--- config.mk ---
export PLATFORM = sky130hd
export DESIGN_NAME = iter_divider_flat
export DESIGN_NICKNAME = d
export VERILOG_FILES = /design/src/rtl/iter_divider_if.sv /design/src/rtl/iter_divider.sv /design/src/flat_wrapper.sv
export SDC_FILE = /design/constraint.sdc
export NUM_CORES = 1
export LEC_CHECK = 0
export BUFFER_PORTS_ARGS = -buffer_cell sky130_fd_sc_hd__buf_2
export CORE_MARGIN = 2
export CORE_UTILIZATION = 61
export CTS_CLUSTER_DIAMETER = 60
export DETAILED_ROUTE_END_ITERATION = 7
export GPL_ROUTABILITY_DRIVEN = 0
export PLACE_DENSITY = 0.84
export SLEW_MARGIN = 20
export SYNTH_ARGS = -nofsm -noshare
export SYNTH_HDL_FRONTEND = slang
export SYNTH_SLANG_ARGS = --single-unit
--- constraint.sdc ---
create_clock -name clk -period 12 [get_ports clk]
set_input_delay 1.2 -clock clk [delete_from_list [all_inputs] [get_ports clk]]
set_output_delay 1.2 -clock clk [all_outputs]
set_load 0.02 [all_outputs]
--- src/rtl/iter_divider_if.sv ---
// Request/response bundle between the register-file side and the iterative divider.
interface iter_divider_if #(
  parameter int unsigned WIDTH = 32
);
  logic             start;
  logic             is_signed;
  logic [WIDTH-1:0] dividend;
  logic [WIDTH-1:0] divisor;
  logic [WIDTH-1:0] q;
  logic [WIDTH-1:0] r;
  logic             busy;
  logic             done;

  modport master (
    output start, is_signed, dividend, divisor,
    input  q, r, busy, done
  );

  modport slave (
    input  start, is_signed, dividend, divisor,
    output q, r, busy, done
  );
endinterface

--- src/rtl/iter_divider.sv ---
// Radix-2 restoring divider for DIV/DIVU: one quotient bit per cycle on magnitudes,
// signs applied in a final fix-up cycle.
module iter_divider #(
  parameter int unsigned WIDTH = 32
) (
  input  logic          clk,
  input  logic          rst,
  iter_divider_if.slave bus
);
  localparam int unsigned CNT_W = (WIDTH > 1) ? $clog2(WIDTH) : 1;

  typedef enum logic [1:0] {IDLE, CALC, FIX} state_e;

  state_e             state_q, state_d;
  logic [CNT_W-1:0]   cnt_q, cnt_d;
  logic [WIDTH-1:0]   rem_q, rem_d;
  logic [WIDTH-1:0]   quo_q, quo_d;
  logic [WIDTH-1:0]   dvs_q, dvs_d;
  logic               q_neg_q, q_neg_d;
  logic               r_neg_q, r_neg_d;
  logic               dz_q, dz_d;
  logic [WIDTH-1:0]   q_q, q_d;
  logic [WIDTH-1:0]   r_q, r_d;
  logic               busy_q, busy_d;
  logic               done_q, done_d;

  logic               a_neg, b_neg;
  logic [WIDTH-1:0]   a_abs, b_abs;
  logic [WIDTH:0]     rem_sh, diff;

  always_ff @(posedge clk or posedge rst) begin
    if (rst) begin
      state_q <= IDLE;
      cnt_q   <= '0;
      rem_q   <= '0;
      quo_q   <= '0;
      dvs_q   <= '0;
      q_neg_q <= 1'b0;
      r_neg_q <= 1'b0;
      dz_q    <= 1'b0;
      q_q     <= '0;
      r_q     <= '0;
      busy_q  <= 1'b0;
      done_q  <= 1'b0;
    end else begin
      state_q <= state_d;
      cnt_q   <= cnt_d;
      rem_q   <= rem_d;
      quo_q   <= quo_d;
      dvs_q   <= dvs_d;
      q_neg_q <= q_neg_d;
      r_neg_q <= r_neg_d;
      dz_q    <= dz_d;
      q_q     <= q_d;
      r_q     <= r_d;
      busy_q  <= busy_d;
      done_q  <= done_d;
    end
  end

  always_comb begin
    state_d = state_q;
    cnt_d   = cnt_q;
    rem_d   = rem_q;
    quo_d   = quo_q;
    dvs_d   = dvs_q;
    q_neg_d = q_neg_q;
    r_neg_d = r_neg_q;
    dz_d    = dz_q;
    q_d     = q_q;
    r_d     = r_q;
    busy_d  = busy_q;
    done_d  = 1'b0;

    // Magnitudes: the most negative value maps to itself, read as unsigned.
    a_neg = bus.is_signed & bus.dividend[WIDTH-1];
    b_neg = bus.is_signed & bus.divisor[WIDTH-1];
    a_abs = a_neg ? -bus.dividend : bus.dividend;
    b_abs = b_neg ? -bus.divisor  : bus.divisor;

    // Extra remainder bit keeps the borrow of the trial subtract.
    rem_sh = {rem_q, quo_q[WIDTH-1]};
    diff   = rem_sh - {1'b0, dvs_q};

    case (state_q)
      IDLE: begin
        if (bus.start) begin
          rem_d   = '0;
          quo_d   = a_abs;
          dvs_d   = b_abs;
          q_neg_d = a_neg ^ b_neg;
          r_neg_d = a_neg;
          dz_d    = (bus.divisor == '0);
          cnt_d   = '0;
          busy_d  = 1'b1;
          state_d = CALC;
        end
      end
      CALC: begin
        rem_d = diff[WIDTH] ? rem_sh[WIDTH-1:0] : diff[WIDTH-1:0];
        quo_d = {quo_q[WIDTH-2:0], ~diff[WIDTH]};
        cnt_d = cnt_q + CNT_W'(1);
        if (cnt_q == CNT_W'(WIDTH - 1)) begin
          state_d = FIX;
        end
      end
      FIX: begin
        // Divide-by-zero leaves rem = |a|, so the sign fix restores the dividend.
        q_d     = dz_q ? '1 : (q_neg_q ? -quo_q : quo_q);
        r_d     = r_neg_q ? -rem_q : rem_q;
        busy_d  = 1'b0;
        done_d  = 1'b1;
        state_d = IDLE;
      end
      default: state_d = IDLE;
    endcase
  end

  assign bus.q    = q_q;
  assign bus.r    = r_q;
  assign bus.busy = busy_q;
  assign bus.done = done_q;
endmodule

--- src/flat_wrapper.sv ---
// flat-port wrapper written by rule: the top's interface ports become plain ports
module iter_divider_flat 
#(
  parameter int unsigned WIDTH = 32
)
  (clk, rst, bus_start, bus_is_signed, bus_dividend, bus_divisor, bus_q, bus_r, bus_busy, bus_done);
  iter_divider_if #(.WIDTH(WIDTH)) bus_i ();
  input  logic clk;
  input  logic rst;
  input wire logic [$bits(bus_i.start)-1:0] bus_start;
  input wire logic [$bits(bus_i.is_signed)-1:0] bus_is_signed;
  input wire logic [$bits(bus_i.dividend)-1:0] bus_dividend;
  input wire logic [$bits(bus_i.divisor)-1:0] bus_divisor;
  output wire logic [$bits(bus_i.q)-1:0] bus_q;
  output wire logic [$bits(bus_i.r)-1:0] bus_r;
  output wire logic [$bits(bus_i.busy)-1:0] bus_busy;
  output wire logic [$bits(bus_i.done)-1:0] bus_done;
  assign bus_i.start = bus_start;
  assign bus_i.is_signed = bus_is_signed;
  assign bus_i.dividend = bus_dividend;
  assign bus_i.divisor = bus_divisor;
  assign bus_q = bus_i.q;
  assign bus_r = bus_i.r;
  assign bus_busy = bus_i.busy;
  assign bus_done = bus_i.done;
  iter_divider #(.WIDTH(WIDTH)) u_core (.clk(clk), .rst(rst), .bus(bus_i));
endmodule
### After elaboration in Yosys (flattened, before gate mapping)

Index checks and enable logic that the tools add are counted.

| storage, ports and cells | value |
|---|---|
| flip-flop bits (word level) | 172 |
| bits of input ports | 68 |
| output and inout port bits | 66 |
| word-level logic and storage cells | 53 |

| operators by class | value |
|---|---|
| add/subtract/negate cells | 6 |
| equality and inequality tests | 5 |
| multiplexer cells | 18 |
| bitwise operators | 4 |
| reductions and logical operators | 8 |

Operators by type and width:

| cell | number |
|---|---|
| 32-bit two-way mux | 8 |
| 32-bit negator | 4 |
| 32-bit one-hot mux with 2 select lines | 2 |
| 33-bit by 32-bit subtractor with 33-bit output | 1 |
| 32-bit zero test | 1 |
| 5-bit one-hot mux with 2 select lines | 1 |
| 2-bit AND reduction | 4 |
| 5-bit by 1-bit adder with 5-bit output (second input constant) | 1 |
| 5-bit == test (second input constant) | 1 |
| 5-bit two-way mux | 1 |
| 2-bit two-way mux | 2 |
| 2-bit one-hot mux with 2 select lines | 1 |
| 2-bit nonzero test | 2 |
| 1-bit bitwise AND | 2 |
| 2-bit by 1-bit == test with 1-bit output (second input constant) | 1 |
| 2-bit == test (second input constant) | 1 |
| 2-bit zero test | 1 |
| 1-bit two-way mux | 2 |
| 2-bit by 1-bit inequality test with 1-bit output (second input constant) | 1 |
| 2-bit inequality test (second input constant) | 1 |
| 1-bit one-hot mux with 2 select lines | 1 |
| 1-bit NOT | 1 |
| 1-bit XOR | 1 |

### Depth between registers and ports, before layout

Gate-level depths: netlist of run 1.

| depth | value |
|---|---|
| word-level depth | 4 |
| gate-level depth with buffers | 14 |
| depth with buffers taken out | 12 |

### Worst setup path before layout of run 1

OpenSTA, ideal clock, no wires.

| timing path | value |
|---|---|
| kind | reg-to-reg |
| from | register u_core.quo_q[31] |
| to | register u_core.rem_q[3] |
| library setup time | 0.133 ns |
| data arrival time | 3.107 ns |
| required time | 11.867 ns |
| slack | 8.760 ns |
| cell stages (with the launch flop) | 15 |
| path buffers | 2 |
| period minus slack after synthesis | 3.240 ns |
| path through | dfrtp_1 > inv_1 > ha_1 > fa_1 > nor2b_1 > o2111ai_1 > a311o_1 > a211oi_1 > o2111ai_1 > nand4_1 > clkbuf_1 > clkbuf_1 > nor2_1 > a21oi_1 > o21ai_0 |

| on the way | value |
|---|---|
| cells in the longest elaborated chain, start to end | 3 |

Ends and longest elaborated chain:

| what | RTL line | text |
|---|---|---|
| start: declaration | iter_divider.sv:17 | `logic [WIDTH-1:0] quo_q, quo_d;` |
| start signal: assignment | iter_divider.sv:49 | `quo_q <= quo_d;` |
| 33-bit by 32-bit subtractor with 33-bit output | iter_divider.sv:83 | `diff = rem_sh - {1'b0, dvs_q};` |
| 32-bit two-way mux | iter_divider.sv:100 | `rem_d = diff[WIDTH] ? rem_sh[WIDTH-1:0] : diff[WIDTH-1:0];` |
| 32-bit one-hot mux with 2 select lines | iter_divider.sv:85 | `case (state_q)` |
| end signal: assignment | iter_divider.sv:48 | `rem_q <= rem_d;` |
| end: declaration | iter_divider.sv:16 | `logic [WIDTH-1:0] rem_q, rem_d;` |

Every way passes these cells.
A chain may end at the register's enable or synchronous reset.

### Worst setup path after layout of run 1

| timing path | value |
|---|---|
| from | register u_core.quo_q[31] |
| to | register u_core.rem_q[28] |

The elaborated chain is that of the path after synthesis.

==> results of run 1 <==
state kept, by name (all words and copies together), names as in the netlist:
signal,cells
u_core.q_neg_q,1
u_core.rem_q,32
u_core.dvs_q,32
u_core.bus.done,1
u_core.bus.r,32
u_core.quo_q,32
u_core.state_q,2
u_core.dz_q,1
u_core.bus.busy,1
u_core.cnt_q,5
u_core.r_neg_q,1
u_core.bus.q,32
cell usage after synthesis, drive strengths merged, types with 8 or more instances:
cell	instances	area [um^2]
o41ai	16	159
nor3	20	100
nand2	173	649
a21o	12	90.1
nor4	10	62.6
o31ai	28	210
or4	10	82.6
ha	38	475
inv	50	188
nor2	92	345
a21oi	99	495
or3	13	92.6
nor2b	10	62.6
xor2	84	736
a32oi	11	96.3
and3	8	50.1
nand2b	15	93.8
nand3	20	100
xnor2	58	508
o21ai	175	880
a22oi	30	225
dfrtp	172	4300
clkbuf	63	236
logic make-up (layout without fill, tap and decap cells):
| family | Yosys count | in the layout | share of synthesized area [%] |
|---|---|---|---|
| multiplexers | 7 | 7 | 0.644 |
| adder cells (fa/ha/maj) | 39 | 39 | 4.55 |
| buffers and inverters | 118 | 223 | 4.08 |
| AO/OA/AOI/OAI | 413 | 413 | 22.9 |
| AND/OR/NAND/NOR | 399 | 399 | 16.9 |
| XOR/XNOR | 142 | 142 | 11.4 |
| flip-flops | 172 | 172 | 39.5 |
routing by layer:
metal	track usage, %	up-vias	wire length (um)
met3	5.70	28	2530
met2	44.9	428	12000
li1	-	4749	-
met5	0	-	0
met4	7.67	0	303
met1	46.0	4604	12700
final cells by class:
| class | instances | area [um^2] |
|---|---|---|
| multi-input cells | 1000 | 6150 |
| fillers | 1373 | 5140 |
| flip-flops and latches | 172 | 4300 |
| repair buffers | 141 | 726 |
| clock buffers | 18 | 429 |
| well taps | 225 | 282 |
| inverters | 50 | 193 |
| clock inverters | 14 | 129 |
through the flow:
step / cells / hold WS [ns] / area, um^2 / utilization (%) / setup WS, ns
floorplan: 1290 / 0.449 / 10900 / - / 6.14
global placement: 1588 / 0.448 / 11700 / 67.2 / 8.08
detailed placement: 1588 / 0.463 / 11700 / 67.2 / 7.89
CTS: 1620 / 0.478 / 12200 / 70.4 / 7.86
global route: 1620 / 0.498 / 12200 / 70.4 / 7.49
finish: 1620 / 0.471 / 12200 / 70.4 / 7.81
final timing paths:
check,start,to,slack (ns),cells after the start
setup / recovery,u_core.quo_q[31],u_core.rem_q[28],7.81,12
hold / removal,u_core.bus.q[23],u_core.bus.q[23],0.47,2
setup reg to reg,u_core.quo_q[31],u_core.rem_q[28],7.81,12
hold reg to reg,u_core.bus.q[23],u_core.bus.q[23],0.47,2
max in group asynchronous,rst,u_core.rem_q[16],9.58,3
min in group asynchronous,rst,u_core.bus.q[12],0.91,2
report_power, final:
part,switching (mW),total [mW],internal (mW)
Sequential,0.283,1.07,0.783
Combinational,1.13,1.91,0.780
Clock,0.255,0.529,0.274
worst max-delay path, cell delays in order (launching register included):
cell and delay [ns]:
dfrtp_1 0.37, inv_1 0.07, ha_1 0.20, fa_1 0.39, nor2b_1 0.23, o2111ai_1 0.19, a311o_1 0.37, a211oi_1 0.52
nand4b_1 0.20, nand4_1 0.51, buf_4 0.47, or4_1 0.50, nand3_1 0.08
==> results.md, run 1 <==
* Worst Skew at 0.00652 ns
* Post-Syn Nets at 1397
* Final nets at 1489
* Register area share after synthesis at 39.5%
* CP endpoint kind: register
* Critical Path AT at 4.56 ns
* Synthesized area at 10900 um^2
* Total grt overflow at 0
* Post-route setup TNS at 0 ns
* Htree depth at 4
* WL final at 27.5 mm
* CTS clk-pin slew, worst paths at 0.07 ns
* Tmin final at 4.19 ns
* Layout overhead on the synthesized area at 12.2%
* FMAX at 0.239 GHz
* TritonCTS clock tree: done
* Most frequent cells in the layout: 174 x o21ai_0, 172 x nand2_1, 172 x dfrtp_1
* DR iter-0 viols at 932
* Core area at 17400 um^2
* Leak at 5.54 nW
* Slew @ Worst Pin at 1.02 ns
* Vias in the first global route at 9112
* Clock Sinks at 172
* Final Hold Viols at 0
* Num rows at 48
* CP Class: reg2reg
* Relative slew slack at 32.0%
* Mapped Avg Cell Area at 8.44 um^2
* Startpoint Class: register
* First drt pass iteration count at 5
* Final period util at 34.9%
* Die height at 138 um
* Slew Limit Fails at 0
* Worst Path Required at 12.37 ns
* Largest net degree at the start of global routing at 100
* Setup violations, final at 0
* Drt wl/cell at 17.0 um
* Share of layout cells above drive strength 1 at 13.6%
* Initial antenna violation count at 0
* Worst Hold Class: reg2reg
* GRT Overall Usage at 30.4%
* Maximum VDD drop at 0.000175 V
* CTS root buffer: clkbuf_16
* Commonest non-fill, non-tap cell in the layout: o21ai_0
* Initial Util at 62.7%
* Status: complete, no violations
* RSZ-0062 raised after global routing: no
* Async S/R FF share, synth at 100%
* Clk buf depth at 2
* DP HPWL at 20.1 mm
* Die Wd at 138 um
* Die ar. at 18900 um^2
* I/O pin total at 134
* P per Cell Area at 287 nW/um^2
* Netlist cell types at 58
* FF+latch count, synth at 172
* Main synth FF type: dfrtp_1
* Hold buffers post-CTS at 0
* Antenna Cells at 0
* Setup Fix Bufs, Post-CTS at 0
* Warnings from Yosys at 0
* Post-synth EDFFs at 0
* Post-CTS Resized at 0
* DRC at 0
* Worst skew pair latency at 0.44 ns
* Post-DRT Antenna Nets at 0
* MaxCap Viol Count at 0
* Via count at 9809
* TritonCTS buffer count at 17
* Worst-path maximum fanout at 33
* Mapped Cells at 1290
* Input/output buffers at 133
* Routed vias/inst at 6.05
* Global-route wire length before repair at 45.4 mm
* Total power at 3.50 mW
No activity file was read; power rests on OpenSTA's default activity.
==> run 2, diff against run 1 <==
CORE_UTILIZATION = 54   (was 61)
PLACE_DENSITY = 0.79   (was 0.84)
clock period = 3.4 ns   (was 12 ns; I/O delays follow)
==> run 2 against run 1 <==
Compared with the run above:
- sequential cell count is the same
- critical endpoint is now u_core.rem_q[31]
- register-to-register slack got worse by 7.7 ns
- cell area grew 2.5%
- die area up 13%
- first-iteration DRC count decreased by 20%
- wire length up 0.26%
- via count decreased by 0.62%
- largest cell class unchanged
- setup slack got worse by 7.7 ns
==> results.md, run 2 (synthesized netlist as in run 1, its figures left out) <==
* DP HPWL at 20.4 mm
* Die Wd at 146 um
* Reg2reg start: u_core.rem_q[2]
* Initial antenna violation count at 0
* Worst Skew at 0.00729 ns
* Met2 GRT Util at 38.4%
* Most frequent cells in the layout: 172 x o21ai_0, 172 x dfrtp_1, 171 x nand2_1
* Path depth of the worst reg2reg path at 10
* DRC at 0
* Share of layout cells above drive strength 1 at 15.3%
* CTS root buffer: clkbuf_16
* Worst Hold Class: in2async
* Slew @ Worst Pin at 0.984 ns
* Drt wl/cell at 16.4 um
* Htree depth at 4
* Post-DRT Antenna Nets at 0
* Top Usage Layer GRT: met1
* Initial Util at 55.6%
* Clock Sinks at 172
* Largest net degree at the start of global routing at 77
* Filler instances at 1690
* Hold buffers post-CTS at 0
* Die ar. at 21300 um^2
* Met3 usage at 4.80%
* Final nets at 1509
* P per Cell Area at 1020 nW/um^2
* Maximum VDD drop at 0.000496 V
* GRT met1 Usage at 40.5%
* Tmin final at 3.25 ns
* Worst Path Required at 3.77 ns
* FMAX at 0.308 GHz
* Clk buf depth at 2
* WL final at 27.6 mm
* Total grt overflow at 0
* Layout overhead on the synthesized area at 15.0%
* I/O pin total at 134
* CP Class: reg2reg
* Routed vias/inst at 5.80
* RR Endpoint: u_core.rem_q[31]
* Global-route wire length before repair at 46.3 mm
* Relative slew slack at 34.4%
* GRT Overall Usage at 26.3%
* Post-route setup TNS at 0 ns
* DR iter-0 viols at 745
* Final Hold Viols at 0
* Critical Path AT at 3.62 ns
* CTS clk-pin slew, worst paths at 0.07 ns
* Slew Limit Fails at 0
* TritonCTS clock tree: done
* Leak at 5.68 nW
* Num rows at 51
* Startpoint Class: register
* CP endpoint kind: register
* Worst-path maximum fanout at 7
* MaxCap Viol Count at 0
* First drt pass iteration count at 5
* Antenna Cells at 0
* FF-to-FF setup slack at 0.15 ns
* Total power at 12.8 mW
* Core area at 19600 um^2
* Status: complete, no violations
* Die height at 146 um
* Via count at 9748
* Worst skew pair latency at 0.43 ns
* TritonCTS buffer count at 17
* Vias in the first global route at 9215
* Setup violations, final at 0
* Final period util at 95.6%
* Input/output buffers at 133
-- run 2: cell count changes in the layout (fill, tap and decap cells not counted), moves of 2 or more --
cell | previous run | this run
buf_4 | 8 | 23
o21ai_1 | 0 | 2
buf_12 | 0 | 4
o21ai_0 | 174 | 172
-- run 2: critical path, cell delays in order, from the launching register on --
cell	delay [ns]
dfrtp_1	0.52
ha_1	0.45
o211ai_1	0.14
a21oi_1	0.28
o21ai_0	0.23
a211oi_1	0.41
o31a_1	0.28
a22o_1	0.25
a311oi_1	0.13
or4_1	0.41
nand3_1	0.08
-- run 2: layer usage --
layer / vias up / routed length, um / share of wire [%]
met5: - / 0 / 0
met2: 366 / 11700 / 43
met3: 40 / 2280 / 8.3
met4: 0 / 414 / 1.5
li1: 4793 / - / -
met1: 4549 / 13200 / 48
-- run 2: what timing repair did --
item | in CTS | in global routing
buffers inserted | 0 | 0
setup endpoints to repair | 0 | 29
hold endpoints to repair | 0 | 0
resized for setup | 0 | 8
-- run 2: worst max path at each step --
stage | startpoint | endpoint
2_1_floorplan | u_core.quo_q[31] | u_core.rem_q[3]
3_3_place_gp | u_core.dvs_q[0] | u_core.rem_q[23]
3_5_place_dp | u_core.dvs_q[0] | u_core.rem_q[23]
4_1_cts | u_core.dvs_q[0] | u_core.rem_q[23]
5_1_grt | u_core.quo_q[31] | u_core.rem_q[23]
6_report | u_core.rem_q[2] | u_core.rem_q[31]
-- run 2: cell type report --
class	instances	area (um^2)	share of cell area, %
Sequential cell	172	4300	34.4
Inverter	50	191	1.53
Tap cell	265	332	2.65
Clock inverter	14	150	1.20
Clock buffer	18	439	3.51
Multi-Input combinational cell	1000	6170	49.3
Timing Repair Buffer	161	930	7.43
-- run 2: metrics by stage --
| step | util [%] | setup WS (ns) | instances | hold slack [ns] | cell area, um^2 |
|---|---|---|---|---|---|
| final | 63.9 | 0.148 | 1680 | 0.0336 | 12500 |
| after global routing | 63.9 | -0.00375 | 1680 | 0.0923 | 12500 |
| after CTS | 63.8 | 0.00674 | 1680 | 0.0510 | 12500 |
| after detailed placement | 60.8 | 0.0327 | 1648 | 0.465 | 11900 |
| after global placement | 60.8 | 0.179 | 1648 | 0.449 | 11900 |
| after floorplan | - | 0.160 | 1290 | 0.436 | 10900 |
-- run 2: power breakdown --
group	internal (mW)	switching, mW	leakage, nW	total, mW
Combinational	2.99	4.14	3.15	7.12
Sequential	2.76	0.955	2.24	3.72
Clock	1.06	0.890	0.287	1.95
==> run 3, diff against run 2 <==
SETUP_SLACK_MARGIN = 0.15   (was default)
==> run 3 against run 2 <==
Compared with the run above:
- global-route usage is essentially flat
- first-iteration DRC count rose by 13%
- clock power barely moved
- worst hold slack better by 0.0022 ns
- cell count increased by 0.71%
- critical path depth is 5 higher
- sequential cell count is the same
- largest power group unchanged
==> results.md, run 3 (synthesized netlist as in run 1, its figures left out) <==
* Status: complete, no violations
* Final core occ at 65.0%
* RSZ-0062 raised after global routing: yes
* GRT Overall Usage at 26.3%
* Most frequent cells in the layout: 172 x dfrtp_1, 170 x nand2_1, 159 x o21ai_0
* Met3 usage at 4.76%
* FMAX at 0.303 GHz
* CP Class: reg2reg
* DRC at 0
* Relative slew slack at 35.5%
* GRT met1 Usage at 40.6%
* Clk buf depth at 2
* Final nets at 1521
* Setup violations, final at 0
* Worst-path maximum fanout at 8
* Leak at 5.77 nW
* Commonest non-fill, non-tap cell in the layout: dfrtp_1
* Die Wd at 146 um
* Layout overhead on the synthesized area at 17.0%
* Antenna Cells at 0
* Via count at 9925
* Final Hold Viols at 0
* Die height at 146 um
* Slew @ Worst Pin at 0.967 ns
* Setup ws final at 0.101 ns
* CP endpoint kind: register
* Worst Skew at 0.00708 ns
* DP Worst Slack at 0.0327 ns
* Core area at 19600 um^2
* Total power at 13.6 mW
* Critical Path AT at 3.65 ns
* TritonCTS buffer count at 17
* Min Hold Slack at 0.0358 ns
* Hold buffers post-CTS at 0
* Tmin final at 3.30 ns
* Largest net degree at the start of global routing at 77
* Routed vias/inst at 5.87
* Top Usage Layer GRT: met1
* Worst Hold Class: in2async
* I/O pin total at 134
* Die ar. at 21300 um^2
* DP HPWL at 20.4 mm
* Post-DRT Antenna Nets at 0
* Share of layout cells above drive strength 1 at 17.0%
* Drt wl/cell at 16.8 um
* TritonCTS clock tree: done
* Vias in the first global route at 9211
* Worst Path Required at 3.75 ns
* CTS root buffer: clkbuf_16
* Input/output buffers at 133
* Maximum VDD drop at 0.000510 V
* Initial Util at 55.6%
* MaxCap Viol Count at 0
* First drt pass iteration count at 6
* Startpoint Class: register
* Final period util at 97.0%
* Num rows at 51
* Met2 GRT Util at 38.5%
* Htree depth at 4
* CTS clk-pin slew, worst paths at 0.07 ns
* WL final at 28.4 mm
* Clock Sinks at 172
* Total grt overflow at 0
* Worst skew pair latency at 0.44 ns
* P per Cell Area at 1070 nW/um^2
* DR iter-0 viols at 843
* Initial antenna violation count at 0
* Global-route wire length before repair at 46.4 mm
* Slew Limit Fails at 0
==> run 3: cell types whose count changed in the layout (fill, tap and decap cells not counted), sizes merged <==
cell / change
clkbuf: +1
buf: +11
==> run 3: worst max-delay path, cell delays in order (launching register included) <==
cell       delay [ns]
dfrtp_1          0.36
inv_2            0.06
ha_4             0.16
fa_2             0.38
nor2b_4          0.14
o2111ai_2        0.16
a311o_1          0.41
a211oi_2         0.31
buf_4            0.20
o2111ai_4        0.12
nand4_1          0.27
buf_12           0.17
buf_12           0.13
nand2_1          0.06
o31a_1           0.14
o21ai_1          0.15
==> run 3: stage by stage <==
stage | cells | cell area, um^2 | TNS (ns)
after floorplan | 1290 | 10900 | 0
after global placement | 1648 | 11900 | 0
after detailed placement | 1648 | 11900 | 0
after CTS | 1680 | 12500 | 0
after global routing | 1692 | 12700 | -0.0434
final | 1692 | 12700 | 0
==> run 3: area by class of cell <==
class | count | area (um^2)
inverter | 50 | 191
sequential | 172 | 4300
multi-input combinational | 1000 | 6260
tap | 265 | 332
fill | 1654 | 6860
timing repair buffer | 173 | 1060
clock inverter | 14 | 150
clock buffer | 18 | 439
==> run 3: layer usage <==
| layer | vias up | share of wire, % |
|---|---|---|
| li1 | 4819 | - |
| met1 | 4643 | 46 |
| met2 | 424 | 43 |
| met3 | 39 | 9.4 |
| met4 | 0 | 1.4 |
| met5 | - | 0 |
==> run 3: worst paths after layout <==
path | cells after the start | startpoint | to | slack, ns
worst max-delay path | 15 | u_core.quo_q[31] | u_core.rem_q[19] | 0.10
worst max register to register | 15 | u_core.quo_q[31] | u_core.rem_q[19] | 0.10
worst min-delay path | 2 | rst | u_core.bus.q[11] | 0.04
min in group clk | 2 | bus_divisor[31] | u_core.dz_q | 0.17
worst min register to register | 2 | u_core.bus.r[26] | u_core.bus.r[26] | 0.47
max in group asynchronous | 3 | rst | u_core.rem_q[19] | 2.53
==> run 3: what timing repair did <==
item | in CTS | in global routing
cloned | 0 | 3
setup buffers | 0 | 9
pin swaps | 2 | 14
gates resized for setup | 1 | 46
endpoints found under the setup margin | 21 | 34
==> run 3: power breakdown <==
part / total, mW / switching (mW) / leakage (nW) / internal, mW
combinational: 7.93 / 4.50 / 3.24 / 3.43
clock: 1.96 / 0.896 / 0.287 / 1.06
sequential: 3.73 / 0.970 / 2.24 / 2.76
